[config.mk]
export PLATFORM = sky130hd
export DESIGN_NAME = comparator_driver_flat
export DESIGN_NICKNAME = d
export VERILOG_FILES = /design/src/rtl/comparator_driver_if.sv /design/src/rtl/comparator_driver.sv /design/src/flat_wrapper.sv
export SDC_FILE = /design/constraint.sdc
export NUM_CORES = 1
export LEC_CHECK = 0
export CAP_MARGIN = 20
export CORE_UTILIZATION = 25
export DETAILED_ROUTE_END_ITERATION = 7
export SYNTH_ARGS = -nofsm -noshare
export SYNTH_HDL_FRONTEND = slang
export SYNTH_SLANG_ARGS = --single-unit
[constraint.sdc]
create_clock -name clk -period 3.3 [get_ports clk]
set_input_delay 0.495 -clock clk [delete_from_list [all_inputs] [get_ports clk]]
set_output_delay 0.495 -clock clk [all_outputs]
set_load 0.05 [all_outputs]
[src/rtl/comparator_driver_if.sv]
// Purpose: bundles the control, operand, flag and result signals between the sweep driver and its environment.
// Latency: n/a (wires only).
// Backpressure: none; start/abort are single-cycle requests and the flags are sampled, not handshaken.
// Ports: master = driver side (drives A/B and results, receives start/abort/flags);
//        slave  = stimulus/comparator side (the mirror image).
interface comparator_driver_if;
   logic       start;
   logic       abort;
   logic [3:0] A;
   logic [3:0] B;
   logic       greater;
   logic       lesser;
   logic       equal;
   logic       busy;
   logic       done;
   logic       pass;
   logic [8:0] err_count;
   logic       fail_valid;
   logic [3:0] fail_a;
   logic [3:0] fail_b;
   logic [2:0] fail_flags;

   modport master (
      input  start, abort, greater, lesser, equal,
      output A, B, busy, done, pass, err_count, fail_valid, fail_a, fail_b, fail_flags
   );

   modport slave (
      output start, abort, greater, lesser, equal,
      input  A, B, busy, done, pass, err_count, fail_valid, fail_a, fail_b, fail_flags
   );
endinterface

[src/rtl/comparator_driver.sv]
// Purpose: exhaustive 4-bit comparator tester; sweeps all 256 A/B pairs and records mismatches.
// Latency: SETTLE+1 cycles per vector, 256*(SETTLE+1) cycles per sweep, then a one-cycle done pulse.
// Backpressure: none; start is ignored while busy, abort ends a sweep without a done pulse.
// Ports: clk, rst_n (synchronous, active-low); bus (master modport) carries start/abort in,
//        A/B out to the comparator, greater/lesser/equal back, and busy/done/pass/err_count/fail_* results.
module comparator_driver #(
   parameter int unsigned SETTLE = 1   // cycles A/B are held before sampling, 1..15
) (
   input  logic                       clk,
   input  logic                       rst_n,
   comparator_driver_if.master        bus
);

   typedef enum logic [1:0] {
      IDLE   = 2'd0,
      DRIVE  = 2'd1,
      SAMPLE = 2'd2,
      DONE   = 2'd3
   } state_t;

   // settle counter runs 0..SETTLE-1 while in DRIVE
   localparam logic [3:0] SETTLE_LAST = 4'(SETTLE - 1);

   state_t     state;
   state_t     state_nxt;

   logic [7:0] idx;
   logic [7:0] idx_inc;
   logic [3:0] settle_cnt;
   logic [3:0] a_q;
   logic [3:0] b_q;
   logic       pass_q;
   logic [8:0] err_q;
   logic [8:0] err_nxt;
   logic       fail_valid_q;
   logic [3:0] fail_a_q;
   logic [3:0] fail_b_q;
   logic [2:0] fail_flags_q;

   logic [2:0] obs_flags;
   logic [2:0] ref_flags;
   logic       mismatch;
   logic       busy;
   logic       done;

   // ---------------- state register ----------------
   always_ff @(posedge clk) begin
      if (!rst_n) begin
         state <= IDLE;
      end else begin
         state <= state_nxt;
      end
   end

   // ---------------- next-state logic ----------------
   // abort only matters in DRIVE/SAMPLE; in IDLE start always wins.
   always_comb begin
      state_nxt = state;
      unique case (state)
         IDLE: begin
            if (bus.start) state_nxt = DRIVE;
         end
         DRIVE: begin
            if (bus.abort)                      state_nxt = IDLE;
            else if (settle_cnt == SETTLE_LAST) state_nxt = SAMPLE;
         end
         SAMPLE: begin
            if (bus.abort)          state_nxt = IDLE;
            else if (idx == 8'hFF)  state_nxt = DONE;
            else                    state_nxt = DRIVE;
         end
         DONE: begin
            state_nxt = IDLE;
         end
         default: begin
            state_nxt = IDLE;
         end
      endcase
   end

   // ---------------- state-decoded outputs ----------------
   always_comb begin
      busy = 1'b0;
      done = 1'b0;
      unique case (state)
         DRIVE, SAMPLE: busy = 1'b1;
         DONE:          done = 1'b1;
         default:       ;
      endcase
   end

   // ---------------- compare path ----------------
   // Any bit difference counts once, so "no flag" and "several flags" both mismatch.
   assign obs_flags = {bus.greater, bus.lesser, bus.equal};
   assign ref_flags = {a_q > b_q, a_q < b_q, a_q == b_q};
   assign mismatch  = (obs_flags != ref_flags);
   assign idx_inc   = idx + 8'd1;

   // Saturate rather than wrap; 256 is the real maximum so this never engages in practice.
   assign err_nxt   = (mismatch && (err_q != 9'h1FF)) ? err_q + 9'd1 : err_q;

   // ---------------- datapath registers ----------------
   always_ff @(posedge clk) begin
      if (!rst_n) begin
         idx          <= 8'd0;
         settle_cnt   <= 4'd0;
         a_q          <= 4'd0;
         b_q          <= 4'd0;
         pass_q       <= 1'b0;
         err_q        <= 9'd0;
         fail_valid_q <= 1'b0;
         fail_a_q     <= 4'd0;
         fail_b_q     <= 4'd0;
         fail_flags_q <= 3'd0;
      end else begin
         unique case (state)
            IDLE: begin
               if (bus.start) begin
                  // vector 0 is A=0,B=0, so the operand registers simply clear
                  idx          <= 8'd0;
                  settle_cnt   <= 4'd0;
                  a_q          <= 4'd0;
                  b_q          <= 4'd0;
                  pass_q       <= 1'b0;
                  err_q        <= 9'd0;
                  fail_valid_q <= 1'b0;
                  fail_a_q     <= 4'd0;
                  fail_b_q     <= 4'd0;
                  fail_flags_q <= 3'd0;
               end
            end
            DRIVE: begin
               if (bus.abort) begin
                  a_q        <= 4'd0;
                  b_q        <= 4'd0;
                  settle_cnt <= 4'd0;
                  pass_q     <= 1'b0;
               end else begin
                  settle_cnt <= settle_cnt + 4'd1;
               end
            end
            SAMPLE: begin
               if (bus.abort) begin
                  a_q    <= 4'd0;
                  b_q    <= 4'd0;
                  pass_q <= 1'b0;
               end else begin
                  err_q <= err_nxt;
                  if (mismatch && !fail_valid_q) begin
                     fail_valid_q <= 1'b1;
                     fail_a_q     <= a_q;
                     fail_b_q     <= b_q;
                     fail_flags_q <= obs_flags;
                  end
                  settle_cnt <= 4'd0;
                  if (idx == 8'hFF) begin
                     a_q    <= 4'd0;
                     b_q    <= 4'd0;
                     // err_nxt includes the final vector's result
                     pass_q <= (err_nxt == 9'd0);
                  end else begin
                     idx <= idx_inc;
                     a_q <= idx_inc[7:4];
                     b_q <= idx_inc[3:0];
                  end
               end
            end
            default: begin
               // DONE: results hold; operands already cleared on entry
            end
         endcase
      end
   end

   // ---------------- output mapping ----------------
   assign bus.A          = a_q;
   assign bus.B          = b_q;
   assign bus.busy       = busy;
   assign bus.done       = done;
   assign bus.pass       = pass_q;
   assign bus.err_count  = err_q;
   assign bus.fail_valid = fail_valid_q;
   assign bus.fail_a     = fail_a_q;
   assign bus.fail_b     = fail_b_q;
   assign bus.fail_flags = fail_flags_q;

endmodule

[src/flat_wrapper.sv]
// flat-port wrapper written by rule: the top's interface ports become plain ports
module comparator_driver_flat 
#(
   parameter int unsigned SETTLE = 1                                                
)
  (clk, rst_n, bus_start, bus_abort, bus_greater, bus_lesser, bus_equal, bus_A, bus_B, bus_busy, bus_done, bus_pass, bus_err_count, bus_fail_valid, bus_fail_a, bus_fail_b, bus_fail_flags);
  comparator_driver_if bus_i ();
  input  logic clk;
  input  logic rst_n;
  input wire logic [$bits(bus_i.start)-1:0] bus_start;
  input wire logic [$bits(bus_i.abort)-1:0] bus_abort;
  input wire logic [$bits(bus_i.greater)-1:0] bus_greater;
  input wire logic [$bits(bus_i.lesser)-1:0] bus_lesser;
  input wire logic [$bits(bus_i.equal)-1:0] bus_equal;
  output wire logic [$bits(bus_i.A)-1:0] bus_A;
  output wire logic [$bits(bus_i.B)-1:0] bus_B;
  output wire logic [$bits(bus_i.busy)-1:0] bus_busy;
  output wire logic [$bits(bus_i.done)-1:0] bus_done;
  output wire logic [$bits(bus_i.pass)-1:0] bus_pass;
  output wire logic [$bits(bus_i.err_count)-1:0] bus_err_count;
  output wire logic [$bits(bus_i.fail_valid)-1:0] bus_fail_valid;
  output wire logic [$bits(bus_i.fail_a)-1:0] bus_fail_a;
  output wire logic [$bits(bus_i.fail_b)-1:0] bus_fail_b;
  output wire logic [$bits(bus_i.fail_flags)-1:0] bus_fail_flags;
  assign bus_i.start = bus_start;
  assign bus_i.abort = bus_abort;
  assign bus_i.greater = bus_greater;
  assign bus_i.lesser = bus_lesser;
  assign bus_i.equal = bus_equal;
  assign bus_A = bus_i.A;
  assign bus_B = bus_i.B;
  assign bus_busy = bus_i.busy;
  assign bus_done = bus_i.done;
  assign bus_pass = bus_i.pass;
  assign bus_err_count = bus_i.err_count;
  assign bus_fail_valid = bus_i.fail_valid;
  assign bus_fail_a = bus_i.fail_a;
  assign bus_fail_b = bus_i.fail_b;
  assign bus_fail_flags = bus_i.fail_flags;
  comparator_driver #(.SETTLE(SETTLE)) u_core (.clk(clk), .rst_n(rst_n), .bus(bus_i));
endmodule
== After elaboration in Yosys (flattened, before gate mapping) ==
Index checks and enable logic that the tools add are counted.
W data, S select, Z words.
Word-level totals
  bits in registers: 44
  bits of input ports: 7
  output and inout port bits: 32
  word-level logic and storage cells: 91
Cells by class
  add/sub/neg operators: 3
  $lt $le $gt $ge: 2
  equal/unequal tests: 14
  muxes and demuxes: 45
  reductions and logical operators: 16
Operator list (number)
  $mux W4: 12
  $pmux W4 S3: 3
  $mux W9: 3
  $mux W8: 3
  $pmux W9 S2: 1
  $pmux W4 S2: 2
  $pmux W8 S2: 1
  $reduce_and A4 Y1: 3
  $mux W2: 5
  $add A9 B1 Y9 const B: 1
  $logic_not A9 Y1: 1
  $mux W3: 3
  $ne A9 B9 Y1 const B: 1
  $reduce_and A3 Y1: 3
  $add A8 B1 Y8 const B: 1
  $eq A8 B8 Y1 const B: 1
  $mux W1: 8
  $ne A2 B2 Y1 const B: 4
  $pmux W2 S4: 1
  $ne A3 B2 Y1 const B: 2
  $pmux W3 S2: 1
  $add A4 B1 Y4 const B: 1
  $eq A2 B2 Y1 const B: 2
  $eq A4 B4 Y1: 1
  other kinds (15): 16

== Depth between registers and ports, before layout ==
Gate-level depths: netlist (run 1).
  word-level depth: 8
  depth in mapped cells: 10
  mapped depth without buffers: 9

== Least setup slack after synthesis (run 1) ==
Ideal clock, no wire load.
  kind: reg2reg
  from: register u_core.b_q[3] (netlist: u_core.bus.B[3])
  to: register u_core.pass_q (netlist: u_core.bus.pass)
  library setup time: 0.087 ns
  arrival: 2.763 ns
  required time: 3.213 ns
  path slack: 0.450 ns
  cell stages (with the launch flop): 10
  buffers on the path: 0
  period minus slack after synthesis: 2.850 ns
  cell sequence: dfxtp_1 > inv_1 > ha_1 > nand4_2 > or4b_1 > a21o_1 > o311ai_2 > nor3b_2 > or4b_1 > o31ai_1
On the way
  cells in the longest elaborated chain, start to end: 8
  elaborated cells on any way between the ends: 10
  those cells by class: 2 x order compare; 2 x eq/ne; 4 x mux; 2 x reduce/logical
RTL lines
  from (decl): line comparator_driver.sv:31  | logic [3:0] b_q;
  from (signal assigned): line comparator_driver.sv:164  | b_q <= idx_inc[3:0];
  $lt A4 B4 Y1 (tied with other cells): line comparator_driver.sv:95  | assign ref_flags = {a_q > b_q, a_q < b_q, a_q == b_q};
  $ne A3 B3 Y1 (*): line comparator_driver.sv:96  | assign mismatch = (obs_flags != ref_flags);
  $logic_and A1 B1 Y1 (*): line comparator_driver.sv:100  | assign err_nxt = (mismatch && (err_q != 9'h1FF)) ? err_q + 9'd1 : err_q;
  $mux W9 (*): line comparator_driver.sv:100
  $logic_not A9 Y1 (*): line comparator_driver.sv:160  | pass_q <= (err_nxt == 9'd0);
  $mux W1 (*): line comparator_driver.sv:156  | if (idx == 8'hFF) begin
  $mux W1 (*): line comparator_driver.sv:143  | if (bus.abort) begin
  $pmux W1 S3 (*): line comparator_driver.sv:116  | unique case (state)
  to (signal assigned): line comparator_driver.sv:160
  to (decl): line comparator_driver.sv:32  | logic pass_q;
Every way passes the cells marked *; elsewhere a longest branch is shown, timed or not. The select of a mux whose other input is x is not followed.
A chain may end at the register's enable or synchronous reset.

== Worst setup path after layout (run 1) ==
  from: register u_core.b_q[1] (netlist: u_core.bus.B[1])
  to: register u_core.pass_q (netlist: u_core.bus.pass)
The elaborated chain is that of the path after synthesis.

==> out/qor.yml, run 1 <==
cts_made_buffers: 5
overflow: 0
ctsResizeCount: 0
worstSetupStartpointType: "flop"
finalSetupTns_ns: 0
hold_viol_final: 0
synth-seq-area-share_pct: 36.7
grt_pass1_vias: 2081
final_common_cell: "dfxtp_1"
drc: 0
yosys_warnings: 0
cts_tree: "done"
finalCritPeriodShare_pct: 85.5
total_power_w: 0.00101
final-setup-viol-count: 0
cts_setup_buffers: 0
path_clk_slew_ns: 0.09
cts_max_path_buffers: 2
dr.pass1.iters: 4
most-common-layout-cells: "dfxtp_1 (44), clkdlybuf4s50_1 (38), a21oi_1 (34)"
synth_area_per_cell_um2: 7.99
antennaDiodeCount: 0
rsz0062_at_grt: "false"
synth_nets: 320
startpoint: "u_core.bus.B[1]"
crit_path_top_delay_cell: "o311ai_2"
pwr_density_cell_nw_per_um2: 334
end_kind: "flop"
drt_first_iter_violations: 130
arrival_ns: 3.03
routed_wirelength_mm: 6.23
min-delay-start: "u_core.bus.fail_flags[0]"
outcome: "finished clean"
core-area_um2: 9280
initial_utilization_pct: 25.8
crit_fanout: 9
port-buffer-count: 38
dieHeight_um: 99.9
hold_buffers: 0
postSynthCellCount: 300
cp_slowest_stage_delay_ns: 0.62
layout-drive-gt1-share_pct: 6.51
required_ns: 3.51
path_class: "reg -> reg"
gr-usage-all-layers_pct: 13.1
grt_pass1_wl_mm: 10.4
postSynth.asyncResetShare_pct: 0
io_pins: 39
die_x_um: 99.9
drv_cap: 0
synth_ff_type: "dfxtp_1"
fmax_ghz: 0.354
ir_drop_v: 0.000150
cts_sinks: 44
ys_ff_latch: 44
ctsRootBufferMaster: "clkbuf_8"
fin_skew_ns: 0.00584
dpl.hpwl_mm: 4.55
tightest_slew_ns: 0.677
power.leakage_nw: 1.08
die_area_um2: 9990
placed_area_um2: 2920
place.gp.congestion: 0.847
r2r-start: "u_core.bus.B[1]"
netlist-cell-type-count: 41
post_drt_wl_per_cell_um: 13.3
viasPerCell: 4.82
worstSkewPairLatency_ns: 0.29
postRouteAntennaNets: 0
vias: 2251
path_cells: "inv_1, ha_1, nor2b_1, o211ai_1, and2_0, o311ai_2, nor3b_2, or4b_1, o31ai_1"
slew_violations: 0
syn2layout_area_growth_pct: 26.4
cts.htree.levels: 2
fp-row-count: 35
n_fill_cell: 992
synth_edf_count: 0
antenna_found_initial: 0
grt_max_degree: 35
nets: 357
fin_area_um2: 3030
hold_path_class: "reg -> reg"
finalCriticalPeriod_ns: 2.82
worst_slew_margin_rel_pct: 54.8
syn_area_um2: 2400
-- metrics by stage --
step	hold slack (ns)	utilization, %	instances	setup slack, ns
after floorplan	0.471	-	300	0.450
after global placement	0.466	31.5	458	0.449
after detailed placement	0.468	31.5	458	0.429
after CTS	0.482	32.5	466	0.408
after global routing	0.517	32.6	467	0.291
final	0.481	32.6	467	0.479
-- synthesized netlist by cell type (2+ instances only) --
library cell | n | area (um2)
nor3b_1 | 5 | 37.5
nand3_1 | 8 | 40.0
nor2b_1 | 6 | 37.5
o21a_1 | 2 | 15.0
or4b_1 | 2 | 20.0
a31oi_1 | 2 | 12.5
nand4_1 | 2 | 12.5
o21ai_0 | 28 | 140
nor3_1 | 9 | 45.0
ha_1 | 13 | 163
or3_1 | 2 | 12.5
inv_1 | 12 | 45.0
a21boi_0 | 2 | 15.0
clkbuf_1 | 14 | 52.6
nor2_1 | 30 | 113
a311oi_1 | 4 | 35.0
o221a_2 | 3 | 33.8
xor2_1 | 6 | 52.6
a22oi_1 | 11 | 82.6
and3_1 | 13 | 81.3
nand2_1 | 23 | 86.3
nand2b_1 | 5 | 31.3
o211ai_1 | 2 | 15.0
a21oi_1 | 34 | 170
dfxtp_1 | 44 | 881
xnor2_1 | 3 | 26.3
-- cell type report --
class / instances / area [um2] / area share, %
Multi-Input combinational cell: 230 / 1420 / 46.8
Sequential cell: 44 / 881 / 29.1
Timing Repair Buffer: 44 / 425 / 14.0
Tap cell: 129 / 161 / 5.33
Clock buffer: 6 / 82.6 / 2.73
Inverter: 12 / 45.0 / 1.49
Clock inverter: 2 / 15.0 / 0.496
-- worst max-delay path, delay by kind of cell, from the launching register on --
kind	cells	cell delay, ns
AO/OA/AOI/OAI	3	1.00
adder cells (fa/ha/maj)	1	0.29
buffers and inverters	1	0.06
flip-flops	1	0.40
AND/OR/NAND/NOR	4	0.98
-- where the power goes --
part	switching, W	internal, W
Sequential	0.00000265	0.000534
Combinational	0.0000784	0.0000368
Clock	0.000192	0.000170
Total	0.000273	0.000740
-- sequential cells by signal (all words and copies together) (netlist names) --
signal and count:
u_core.bus.err_count 9, u_core.bus.pass 1, u_core.bus.fail_valid 1, u_core.bus.B 4, u_core.settle_cnt 4, u_core.bus.A 4
u_core.state 2, u_core.bus.fail_b 4, u_core.bus.fail_flags 3, u_core.idx 8, u_core.bus.fail_a 4
-- per-layer routing --
metal,vias up,share of wire [%],global-route usage [%]
li1,1161,-,-
met1,1039,48,17.1
met2,43,47,21.1
met3,8,3.5,2.51
met4,0,1.6,5.32
met5,-,0,0
-- worst paths after layout --
kind | to | cells past startpoint | slack [ns]
setup / recovery | u_core.bus.pass | 9 | 0.48
hold / removal | u_core.bus.fail_flags[0] | 2 | 0.48
setup reg to reg | u_core.bus.pass | 9 | 0.48
hold reg to reg | u_core.bus.fail_flags[0] | 2 | 0.48
-- logic make-up after synthesis --
family | after synthesis | synth area share (%)
compound gates | 96 | 24.8
xor+xnor | 9 | 3.29
fa+ha+maj | 13 | 6.79
flops | 44 | 36.7
simple gates | 111 | 23.9
mux | 1 | 0.470
buf+inv | 26 | 4.07
No activity file was read; power rests on OpenSTA's default activity.
==> inputs of run 2 (changes only) <==
--- a/config.mk
+++ b/config.mk
@@ -8,6 +8,7 @@
 export CAP_MARGIN = 20
 export CORE_UTILIZATION = 25
 export DETAILED_ROUTE_END_ITERATION = 7
+export SKIP_CTS_REPAIR_TIMING = 1
 export SYNTH_ARGS = -nofsm -noshare
 export SYNTH_HDL_FRONTEND = slang
 export SYNTH_SLANG_ARGS = --single-unit
==> results of run 2 <==
No change in the layout: final DEF, timing and power equal those of run 1.
==> inputs of run 3 (changes only) <==
--- a/config.mk
+++ b/config.mk
@@ -8,6 +8,7 @@
 export CAP_MARGIN = 20
 export CORE_UTILIZATION = 25
 export DETAILED_ROUTE_END_ITERATION = 7
+export DONT_BUFFER_PORTS = 1
 export SKIP_CTS_REPAIR_TIMING = 1
 export SYNTH_ARGS = -nofsm -noshare
 export SYNTH_HDL_FRONTEND = slang
==> run 3 against run 2 <==
  * Critical path depth unchanged
  * Sequential share of layout area rose by 2.7 points
  * Non-clock buffer count shrank 24
  * Fmax is 3.9% higher
  * Worst hold slack got worse by 0.16 ns
  * Worst setup slack improved by 0.11 ns
  * Die area unchanged
  * Clock-buffer cell count shrank 1
  * Global-route usage grew 0.19 points
  * Register-to-register slack gained 0.11 ns
  * First-iteration DRC count is 39% higher
  * Critical path type unchanged
  * Highest routed layer unchanged
==> out/qor.yml, run 3 (same netlist as run 1, synthesis figures left out) <==
crit_top_cell: "or4b_1"
cp_slowest_stage_delay_ns: 0.52
cts_made_buffers: 5
hold_path_class: "in -> reg"
r2r-end: "u_core.bus.pass"
worst_slew_margin_rel_pct: 36.4
overflow: 0
viasPerCell: 5.17
required_ns: 3.50
dr.pass1.iters: 4
ir_drop_v: 0.000164
rsz0062_at_grt: "false"
crit_path_top_delay_cell: "or4b_1"
drt_first_iter_violations: 181
finalSetupTns_ns: 0
ctsRootBufferMaster: "clkbuf_8"
power.leakage_nw: 1.04
core-area_um2: 9280
drv_cap: 0
dpl.hpwl_mm: 4.72
cts.htree.levels: 2
layout-drive-gt1-share_pct: 11.5
worstSetupStartpointType: "flop"
most-common-layout-cells: "dfxtp_1 (44), a21oi_1 (34), nor2_1 (30)"
startpoint: "u_core.bus.B[3]"
drc: 0
worstSkewPairLatency_ns: 0.30
fin_skew_ns: 0.00650
path_clk_slew_ns: 0.09
io_pins: 39
finalCritPeriodShare_pct: 82.3
place.gp.congestion: 0.842
outcome: "finished clean"
post_drt_wl_per_cell_um: 14.6
postRouteAntennaNets: 0
fmax_ghz: 0.368
pwr_density_cell_nw_per_um2: 381
largest_reg_flops: 9
cp.buffers_inverters: 1
slew_violations: 0
end_kind: "flop"
fp-row-count: 35
finalCriticalPeriod_ns: 2.71
cp_top_family: "simple AND/OR/NAND/NOR gates"
path_class: "reg -> reg"
initial_utilization_pct: 25.8
rrSetupSlack_ns: 0.59
hold_viol_final: 0
r2r-start: "u_core.bus.B[3]"
reg2regPathDepth: 9
die_x_um: 99.9
nets: 333
cts_max_path_buffers: 2
vias: 2291
n_fill_cell: 1031
final-setup-viol-count: 0
total_power_w: 0.00106
tightest_slew_ns: 0.953
crit_fanout: 9
cts_sinks: 44
path_cells: "inv_1, ha_1, nand4_2, or4b_1, a21o_1, o311ai_2, nor3b_2, or4b_1, o31ai_1"
final_common_cell: "dfxtp_1"
critPathCapture: "u_core.bus.pass"
arrival_ns: 2.92
dieHeight_um: 99.9
routed_wirelength_mm: 6.47
syn2layout_area_growth_pct: 15.4
path_depth: 9
grt_max_degree: 32
die_area_um2: 9990
cts_tree: "done"
gr-usage-all-layers_pct: 13.3
antennaDiodeCount: 0
port-buffer-count: 0
grt_pass1_vias: 2163
antenna_found_initial: 0
grt_pass1_wl_mm: 10.6
run 3: changes by cell type in the layout (fill, tap and decap cells not counted):
cell / before / now
clkdlybuf4s50_1: 38 / 0
bufinv_16: 0 / 1
clkinv_2: 0 / 1
clkbuf_8: 6 / 5
clkinvlp_4: 2 / 1
buf_4: 5 / 19
run 3: metal layers:
layer | vias up | wire (um) | share of wire [%] | GRT usage (%)
li1 | 1111 | - | - | -
met1 | 1125 | 2860 | 44 | 16.9
met2 | 47 | 3220 | 50 | 22.0
met3 | 8 | 302 | 4.7 | 3.27
met4 | 0 | 82 | 1.3 | 4.19
met5 | - | 0 | 0 | 0
run 3: how the worst min path moves through the flow:
stage                     slack, ns                  endpoint                 start  cells past startpoint
after global placement         0.49      u_core.settle_cnt[1]  u_core.settle_cnt[1]                      2
after detailed placement       0.51      u_core.settle_cnt[1]  u_core.settle_cnt[1]                      2
final                          0.33  u_core.bus.fail_flags[1]            bus_lesser                      2
after floorplan                0.47      u_core.settle_cnt[1]  u_core.settle_cnt[1]                      2
after CTS                      0.32  u_core.bus.fail_flags[1]            bus_lesser                      2
after global routing           0.31  u_core.bus.fail_flags[0]             bus_equal                      2
run 3: area by class of cell:
type | count | area [um2] | share of cell area (%)
clock buffer | 5 | 68.8 | 2.49
sequential | 44 | 881 | 31.8
inverter | 12 | 45.0 | 1.63
timing repair buffer | 20 | 150 | 5.42
multi-input combinational | 230 | 1420 | 51.3
clock inverter | 3 | 42.5 | 1.54
tap | 129 | 161 | 5.83
run 3: metrics by stage:
step | utilization, % | std cells | hold WS [ns] | area (um2) | setup WS, ns
floorplan | - | 300 | 0.471 | 2400 | 0.450
global placement | 28.5 | 434 | 0.491 | 2650 | 0.691
detailed placement | 28.5 | 434 | 0.508 | 2650 | 0.440
CTS | 29.7 | 442 | 0.318 | 2760 | 0.423
global route | 29.8 | 443 | 0.312 | 2770 | 0.404
finish | 29.8 | 443 | 0.326 | 2770 | 0.585
run 3: report_power, final:
part,switching (W),leakage [nW],internal (W)
sequential,0.00000341,0.355,0.000534
combinational,0.0000726,0.629,0.0000279
clock,0.000194,0.0541,0.000224
total,0.000270,1.04,0.000786
